`config.mk`:
```
export PLATFORM = sky130hd
export DESIGN_NAME = counter_sequencer
export DESIGN_NICKNAME = d
export VERILOG_FILES = /design/src/rtl/counter_sequencer.sv
export SDC_FILE = /design/constraint.sdc
export NUM_CORES = 1
export LEC_CHECK = 0
export ABC_AREA = 1
export CORE_MARGIN = 3
export CORE_UTILIZATION = 50
export DETAILED_ROUTE_END_ITERATION = 16
export GPL_TIMING_DRIVEN = 0
export HOLD_SLACK_MARGIN = 0.05
export PLACE_DENSITY = 0.83
export SLEW_MARGIN = 20
export SYNTH_ARGS = -nofsm -noshare
export SYNTH_HDL_FRONTEND = slang
export SYNTH_SLANG_ARGS = --single-unit
export TNS_END_PERCENT = 20
```
`constraint.sdc`:
```
create_clock -name clk -period 1.81 [get_ports clk]
set_input_delay 0.362 -clock clk [delete_from_list [all_inputs] [get_ports clk]]
set_output_delay 0.362 -clock clk [all_outputs]
set_load 0.01 [all_outputs]
```
`src/rtl/counter_sequencer.sv`:
```
// Up/down counter controller: runs the internal WIDTH-bit counter from its current value
// to a captured target, one step every STEP_DIV enabled cycles.
module counter_sequencer #(
    parameter int unsigned WIDTH    = 3,
    parameter int unsigned STEP_DIV = 1
) (
    input  logic             clk,
    input  logic             rstn,
    input  logic             start,
    output logic             ready,
    input  logic             dir,
    input  logic [WIDTH-1:0] target,
    input  logic             hold,
    input  logic             abort,
    output logic [WIDTH-1:0] out,
    output logic             busy,
    output logic             done,
    output logic             wrap
);

    localparam int unsigned      PW       = 8;
    localparam logic [PW-1:0]    PSC_LAST = PW'(STEP_DIV - 1);
    localparam logic [WIDTH-1:0] OUT_MAX  = '1;

    typedef enum logic [1:0] {S_IDLE, S_RUN, S_PAUSE, S_DONE} state_t;

    state_t           state, state_n;
    logic [PW-1:0]    psc, psc_n;
    logic             dir_q, dir_n;
    logic [WIDTH-1:0] tgt_q, tgt_n;
    logic [WIDTH-1:0] out_n;
    logic             ready_n, busy_n, done_n, wrap_n;

    logic             accept, advance, step;
    logic [WIDTH-1:0] stepped;

    // Command acceptance and step qualification; abort blocks both.
    always_comb begin
        accept  = (state == S_IDLE || state == S_DONE) && start && !abort;
        advance = (state == S_RUN || state == S_PAUSE) && !abort && !hold;
        step    = advance && (psc == PSC_LAST);
        stepped = dir_q ? out + WIDTH'(1) : out - WIDTH'(1);
    end

    // State register plus all registered outputs and datapath.
    always_ff @(posedge clk or negedge rstn) begin
        if (!rstn) begin
            state <= S_IDLE;
            psc   <= '0;
            dir_q <= 1'b0;
            tgt_q <= '0;
            out   <= '0;
            ready <= 1'b1;
            busy  <= 1'b0;
            done  <= 1'b0;
            wrap  <= 1'b0;
        end else begin
            state <= state_n;
            psc   <= psc_n;
            dir_q <= dir_n;
            tgt_q <= tgt_n;
            out   <= out_n;
            ready <= ready_n;
            busy  <= busy_n;
            done  <= done_n;
            wrap  <= wrap_n;
        end
    end

    // Next-state logic; PAUSE resumes on the same edge hold drops, so only held cycles are lost.
    always_comb begin
        state_n = state;
        case (state)
            S_IDLE, S_DONE: begin
                if (accept) state_n = (target == out) ? S_DONE : S_RUN;
                else        state_n = S_IDLE;
            end
            S_RUN, S_PAUSE: begin
                if (abort)                         state_n = S_IDLE;
                else if (hold)                     state_n = S_PAUSE;
                else if (step && stepped == tgt_q) state_n = S_DONE;
                else                               state_n = S_RUN;
            end
            default: state_n = S_IDLE;
        endcase
    end

    // Next values of datapath and outputs.
    always_comb begin
        psc_n  = psc;
        dir_n  = dir_q;
        tgt_n  = tgt_q;
        out_n  = out;
        done_n = 1'b0;
        wrap_n = 1'b0;

        if (accept) begin
            dir_n  = dir;
            tgt_n  = target;
            psc_n  = '0;
            done_n = (target == out);
        end

        if (advance) begin
            psc_n = step ? '0 : psc + PW'(1);
            if (step) begin
                out_n  = stepped;
                wrap_n = dir_q ? (out == OUT_MAX) : (out == '0);
                done_n = (stepped == tgt_q);
            end
        end

        ready_n = (state_n == S_IDLE) || (state_n == S_DONE);
        busy_n  = !ready_n;
    end

endmodule

```
==> flow_results.xml <==
<?xml version="1.0" encoding="UTF-8"?>
<metrics>
  <group name="floorplan">
    <metric name="core_area" unit="mm^2">0.00223</metric>
    <metric name="floorplan.die_area" unit="mm^2">0.00302</metric>
    <metric name="die_x" unit="um">55.0</metric>
    <metric name="pin_count" unit="">16</metric>
    <metric name="fp-row-count" unit="">17</metric>
    <metric name="start_util" unit="%">53.7</metric>
    <metric name="dieHeight" unit="um">55.0</metric>
  </group>
  <group name="job">
    <metric name="cap_violations" unit="">0</metric>
  </group>
  <group name="placement">
    <metric name="place_worst_setup_slack" unit="ns">-0.0791</metric>
    <metric name="detailed_placement_hpwl" unit="mm">1.69</metric>
    <metric name="port_buffers" unit="">15</metric>
    <metric name="globalplace.congestion" unit="">0.791</metric>
    <metric name="placedInstanceArea" unit="mm^2">0.00138</metric>
  </group>
  <group name="grt">
    <metric name="antenna_found_initial" unit="">0</metric>
    <metric name="grt_max_degree" unit="">22</metric>
    <metric name="first_global_vias" unit="">896</metric>
    <metric name="grt_use_total" unit="%">17.8</metric>
    <metric name="grt_overflow" unit="">0</metric>
    <metric name="wire_length_of_the_first_global_routing_pass" unit="mm">3.76</metric>
  </group>
  <group name="finish">
    <metric name="utilization" unit="%">64.9</metric>
    <metric name="drive_above_1_share" unit="%">23.9</metric>
    <metric name="nets" unit="">168</metric>
    <metric name="filler_cell_count" unit="">185</metric>
    <metric name="diodes" unit="">0</metric>
    <metric name="stdcell_area" unit="mm^2">0.00145</metric>
    <metric name="layout-area-overhead-vs-synth" unit="%">20.9</metric>
  </group>
  <group name="sta">
    <metric name="hold_ws" unit="ns">0.519</metric>
    <metric name="worst_slew_margin_rel" unit="%">38.4</metric>
    <metric name="slew_viol_final" unit="">0</metric>
    <metric name="fmax" unit="MHz">568</metric>
    <metric name="setup_viol" unit="">0</metric>
    <metric name="setup_tns" unit="ns">0</metric>
    <metric name="fin_worst_skew" unit="ns">0.00258</metric>
    <metric name="final.min_clock_period" unit="ns">1.76</metric>
    <metric name="max_slew.worst_pin.slew" unit="ns">0.921</metric>
    <metric name="fin_crit_sh" unit="%">97.3</metric>
    <metric name="finalWorstSetupSlack" unit="ns">0.0496</metric>
    <metric name="finalHoldViolations" unit="">0</metric>
  </group>
  <group name="drt">
    <metric name="finalWirelength" unit="mm">2.23</metric>
    <metric name="ant_nets" unit="">0</metric>
    <metric name="drt_iter0_drc" unit="">15</metric>
    <metric name="routed-via-count" unit="">930</metric>
    <metric name="detail_route.drc_violations" unit="">0</metric>
    <metric name="wl_per_cell" unit="um">12.2</metric>
    <metric name="route.detailed.vias_per_inst" unit="">5.08</metric>
    <metric name="drt_pass1_iterations" unit="">4</metric>
  </group>
  <group name="setup_path">
    <metric name="reg2reg_slack" unit="ns">0.05</metric>
    <metric name="cp_cell_sequence" unit="">inv_1 -&gt; fa_1 -&gt; xnor2_1 -&gt; nor2_1 -&gt; nand4_2 -&gt; nand3b_4 -&gt; inv_2</metric>
    <metric name="r2r.worst_path.cells" unit="">7</metric>
    <metric name="timing.critical_path.buf_inv" unit="">2</metric>
    <metric name="worstSetupPathType" unit="">flip-flop to flip-flop</metric>
    <metric name="worstPathRequired" unit="ns">2.02</metric>
    <metric name="max_stage_delay" unit="ns">0.60</metric>
    <metric name="worst_setup_path_end_kind" unit="">flip-flop</metric>
    <metric name="worst_ep_arrival_time" unit="ns">1.97</metric>
    <metric name="critPathTopFamily" unit="">adder cells</metric>
    <metric name="timing.rr.start" unit="">out[0]</metric>
    <metric name="r2r-end" unit="">busy</metric>
    <metric name="timing.critical_path.slowest_stage_cell" unit="">sky130_fd_sc_hd__fa_1</metric>
    <metric name="startpoint_type" unit="">flip-flop</metric>
    <metric name="cp_max_fo" unit="">3</metric>
  </group>
  <group name="synthesis">
    <metric name="netlist_instances" unit="">131</metric>
    <metric name="synth.cells.most_frequent" unit="">sky130_fd_sc_hd__nand2_1, sky130_fd_sc_hd__dfrtp_1, sky130_fd_sc_hd__inv_1</metric>
    <metric name="synth.most_common_cell" unit="">sky130_fd_sc_hd__nand2_1</metric>
    <metric name="yosys.cell_types.count" unit="">30</metric>
    <metric name="yosys_warnings" unit="">0</metric>
    <metric name="synth_enable_flop_cells" unit="">0</metric>
    <metric name="ys_seq_area_share" unit="%">43.9</metric>
    <metric name="synth_nets" unit="">143</metric>
    <metric name="dominantRegCellSynth" unit="">sky130_fd_sc_hd__dfrtp_1</metric>
    <metric name="cell_type_with_the_largest_total_area_after_synthesis" unit="">sky130_fd_sc_hd__dfrtp_1</metric>
    <metric name="synth_top_area_share" unit="%">41.8</metric>
    <metric name="synth-async-reset-ratio" unit="%">100</metric>
    <metric name="syn_avg_cell_area" unit="um^2">9.15</metric>
    <metric name="synth_top_cells_by_area" unit="">sky130_fd_sc_hd__dfrtp_1, sky130_fd_sc_hd__nand2_1, sky130_fd_sc_hd__o21ai_1</metric>
    <metric name="mappedNetlistArea" unit="mm^2">0.00120</metric>
    <metric name="synth-seq-cells" unit="">21</metric>
  </group>
  <group name="clock_network">
    <metric name="clkTransAtPathRegs" unit="ns">0.11</metric>
    <metric name="cts_inserted_buffers" unit="">3</metric>
    <metric name="clockRootBuffer" unit="">sky130_fd_sc_hd__clkbuf_4</metric>
    <metric name="clock_tree.htree_level_count" unit="">1</metric>
    <metric name="holdBufCountCts" unit="">0</metric>
    <metric name="worstSkewPairLatency" unit="ns">0.30</metric>
    <metric name="tritoncts" unit="">done</metric>
    <metric name="tritoncts_num_sinks" unit="">21</metric>
    <metric name="clock_tree.buffer_depth" unit="">2</metric>
  </group>
  <group name="hold_path">
    <metric name="worst_hold_path_class" unit="">flip-flop to flip-flop</metric>
    <metric name="timing.hold.worst.start" unit="">tgt_q[1]</metric>
    <metric name="holdPathEnd" unit="">tgt_q[1]</metric>
    <metric name="holdPathStages" unit="">2</metric>
  </group>
  <group name="pwr">
    <metric name="power.density_cell_area" unit="mW/mm^2">1110</metric>
    <metric name="p_leak" unit="nW">0.700</metric>
    <metric name="vdd.ir_drop.worst" unit="mV">0.778</metric>
  </group>
  <group name="run_status">
    <metric name="status" unit="">complete, no violations</metric>
  </group>
</metrics>
[cell type report]
| cell class | count | area (um^2) | area share [%] |
|---|---|---|---|
| Sequential cell | 21 | 528 | 36.4 |
| Clock buffer | 4 | 26.3 | 1.81 |
| Inverter | 21 | 85.1 | 5.87 |
| Multi-Input combinational cell | 89 | 587 | 40.5 |
| Timing Repair Buffer | 20 | 188 | 13.0 |
| Tap cell | 28 | 35.0 | 2.42 |
[power breakdown]
part	switching [mW]	leakage (nW)	total, mW	internal, mW
clock	0.139	0.0150	0.225	0.0859
combinational	0.388	0.410	0.761	0.373
sequential	0.0632	0.275	0.621	0.558
[worst max-delay path by stage]
stage	startpoint	endpoint	slack, ns	cells after the start
floorplan	out[0]	busy	0.06	7
global placement	out[0]	busy	-0.04	7
detailed placement	out[0]	busy	-0.08	7
CTS	out[1]	busy	0.02	7
global route	out[0]	busy	-0.008	7
finish	out[0]	busy	0.05	7
[worst reg2reg max path, stage by stage (launching register included)]
cell	delay (ns)
sky130_fd_sc_hd__dfrtp_2	0.40
sky130_fd_sc_hd__inv_1	0.08
sky130_fd_sc_hd__fa_1	0.60
sky130_fd_sc_hd__xnor2_1	0.10
sky130_fd_sc_hd__nor2_1	0.18
sky130_fd_sc_hd__nand4_2	0.17
sky130_fd_sc_hd__nand3b_4	0.12
sky130_fd_sc_hd__inv_2	0.03
[what timing repair did]
item                                    4_1_cts  5_1_grt
endpoints found under the setup margin        4        3
resized for setup                             1        1
pin swaps                                     0        2
setup buffers                                 3        2
[registers in the layout, indices dropped and copies added (netlist names)]
| signal | cells |
|---|---|
| wrap | 1 |
| psc | 8 |
| done | 1 |
| dir_q | 1 |
| busy | 1 |
| state | 2 |
| ready | 1 |
| tgt_q | 3 |
| out | 3 |
[logic make-up after synthesis]
family | count (synthesis) | share of synthesized area, %
adders and majority gates | 3 | 3.76
and+or+nand+nor | 60 | 30.7
DFF | 21 | 43.9
xor gates and xnor gates | 7 | 5.11
buffers and inverters | 21 | 7.10
AOI/OAI and AO/OA | 19 | 9.39
[placed cells by master, fill, tap and decap left out, types with 2 or more instances in the layout]
cell,count
sky130_fd_sc_hd__o22ai_1,7
sky130_fd_sc_hd__o21ai_1,9
sky130_fd_sc_hd__nand2_1,31
sky130_fd_sc_hd__dfrtp_1,19
sky130_fd_sc_hd__xor2_1,5
sky130_fd_sc_hd__nor3_1,2
sky130_fd_sc_hd__inv_2,8
sky130_fd_sc_hd__nor2_4,2
sky130_fd_sc_hd__xnor2_1,2
sky130_fd_sc_hd__buf_4,5
sky130_fd_sc_hd__nor2_1,5
sky130_fd_sc_hd__clkbuf_4,3
sky130_fd_sc_hd__nand3_1,6
sky130_fd_sc_hd__ha_1,2
sky130_fd_sc_hd__nand3_4,2
sky130_fd_sc_hd__nand2_2,4
sky130_fd_sc_hd__clkdlybuf4s50_1,15
sky130_fd_sc_hd__inv_1,11
[stage by stage]
step | std cells | power [mW]
global placement | 174 | 1.27
CTS | 181 | 1.57
finish | 183 | 1.61
global route | 183 | 1.72
detailed placement | 174 | 1.28
floorplan | 131 | 1.06
[routing by layer]
layer	part of all wire, %	wire length [um]	up-vias	global-route usage (%)
met5	0	0	-	0
met4	1.7	38	0	10.1
met3	3.0	66	4	2.95
met2	51	1140	13	29.3
met1	44	991	440	21.8
li1	-	-	473	-
Power figures use the tool's default switching activity.
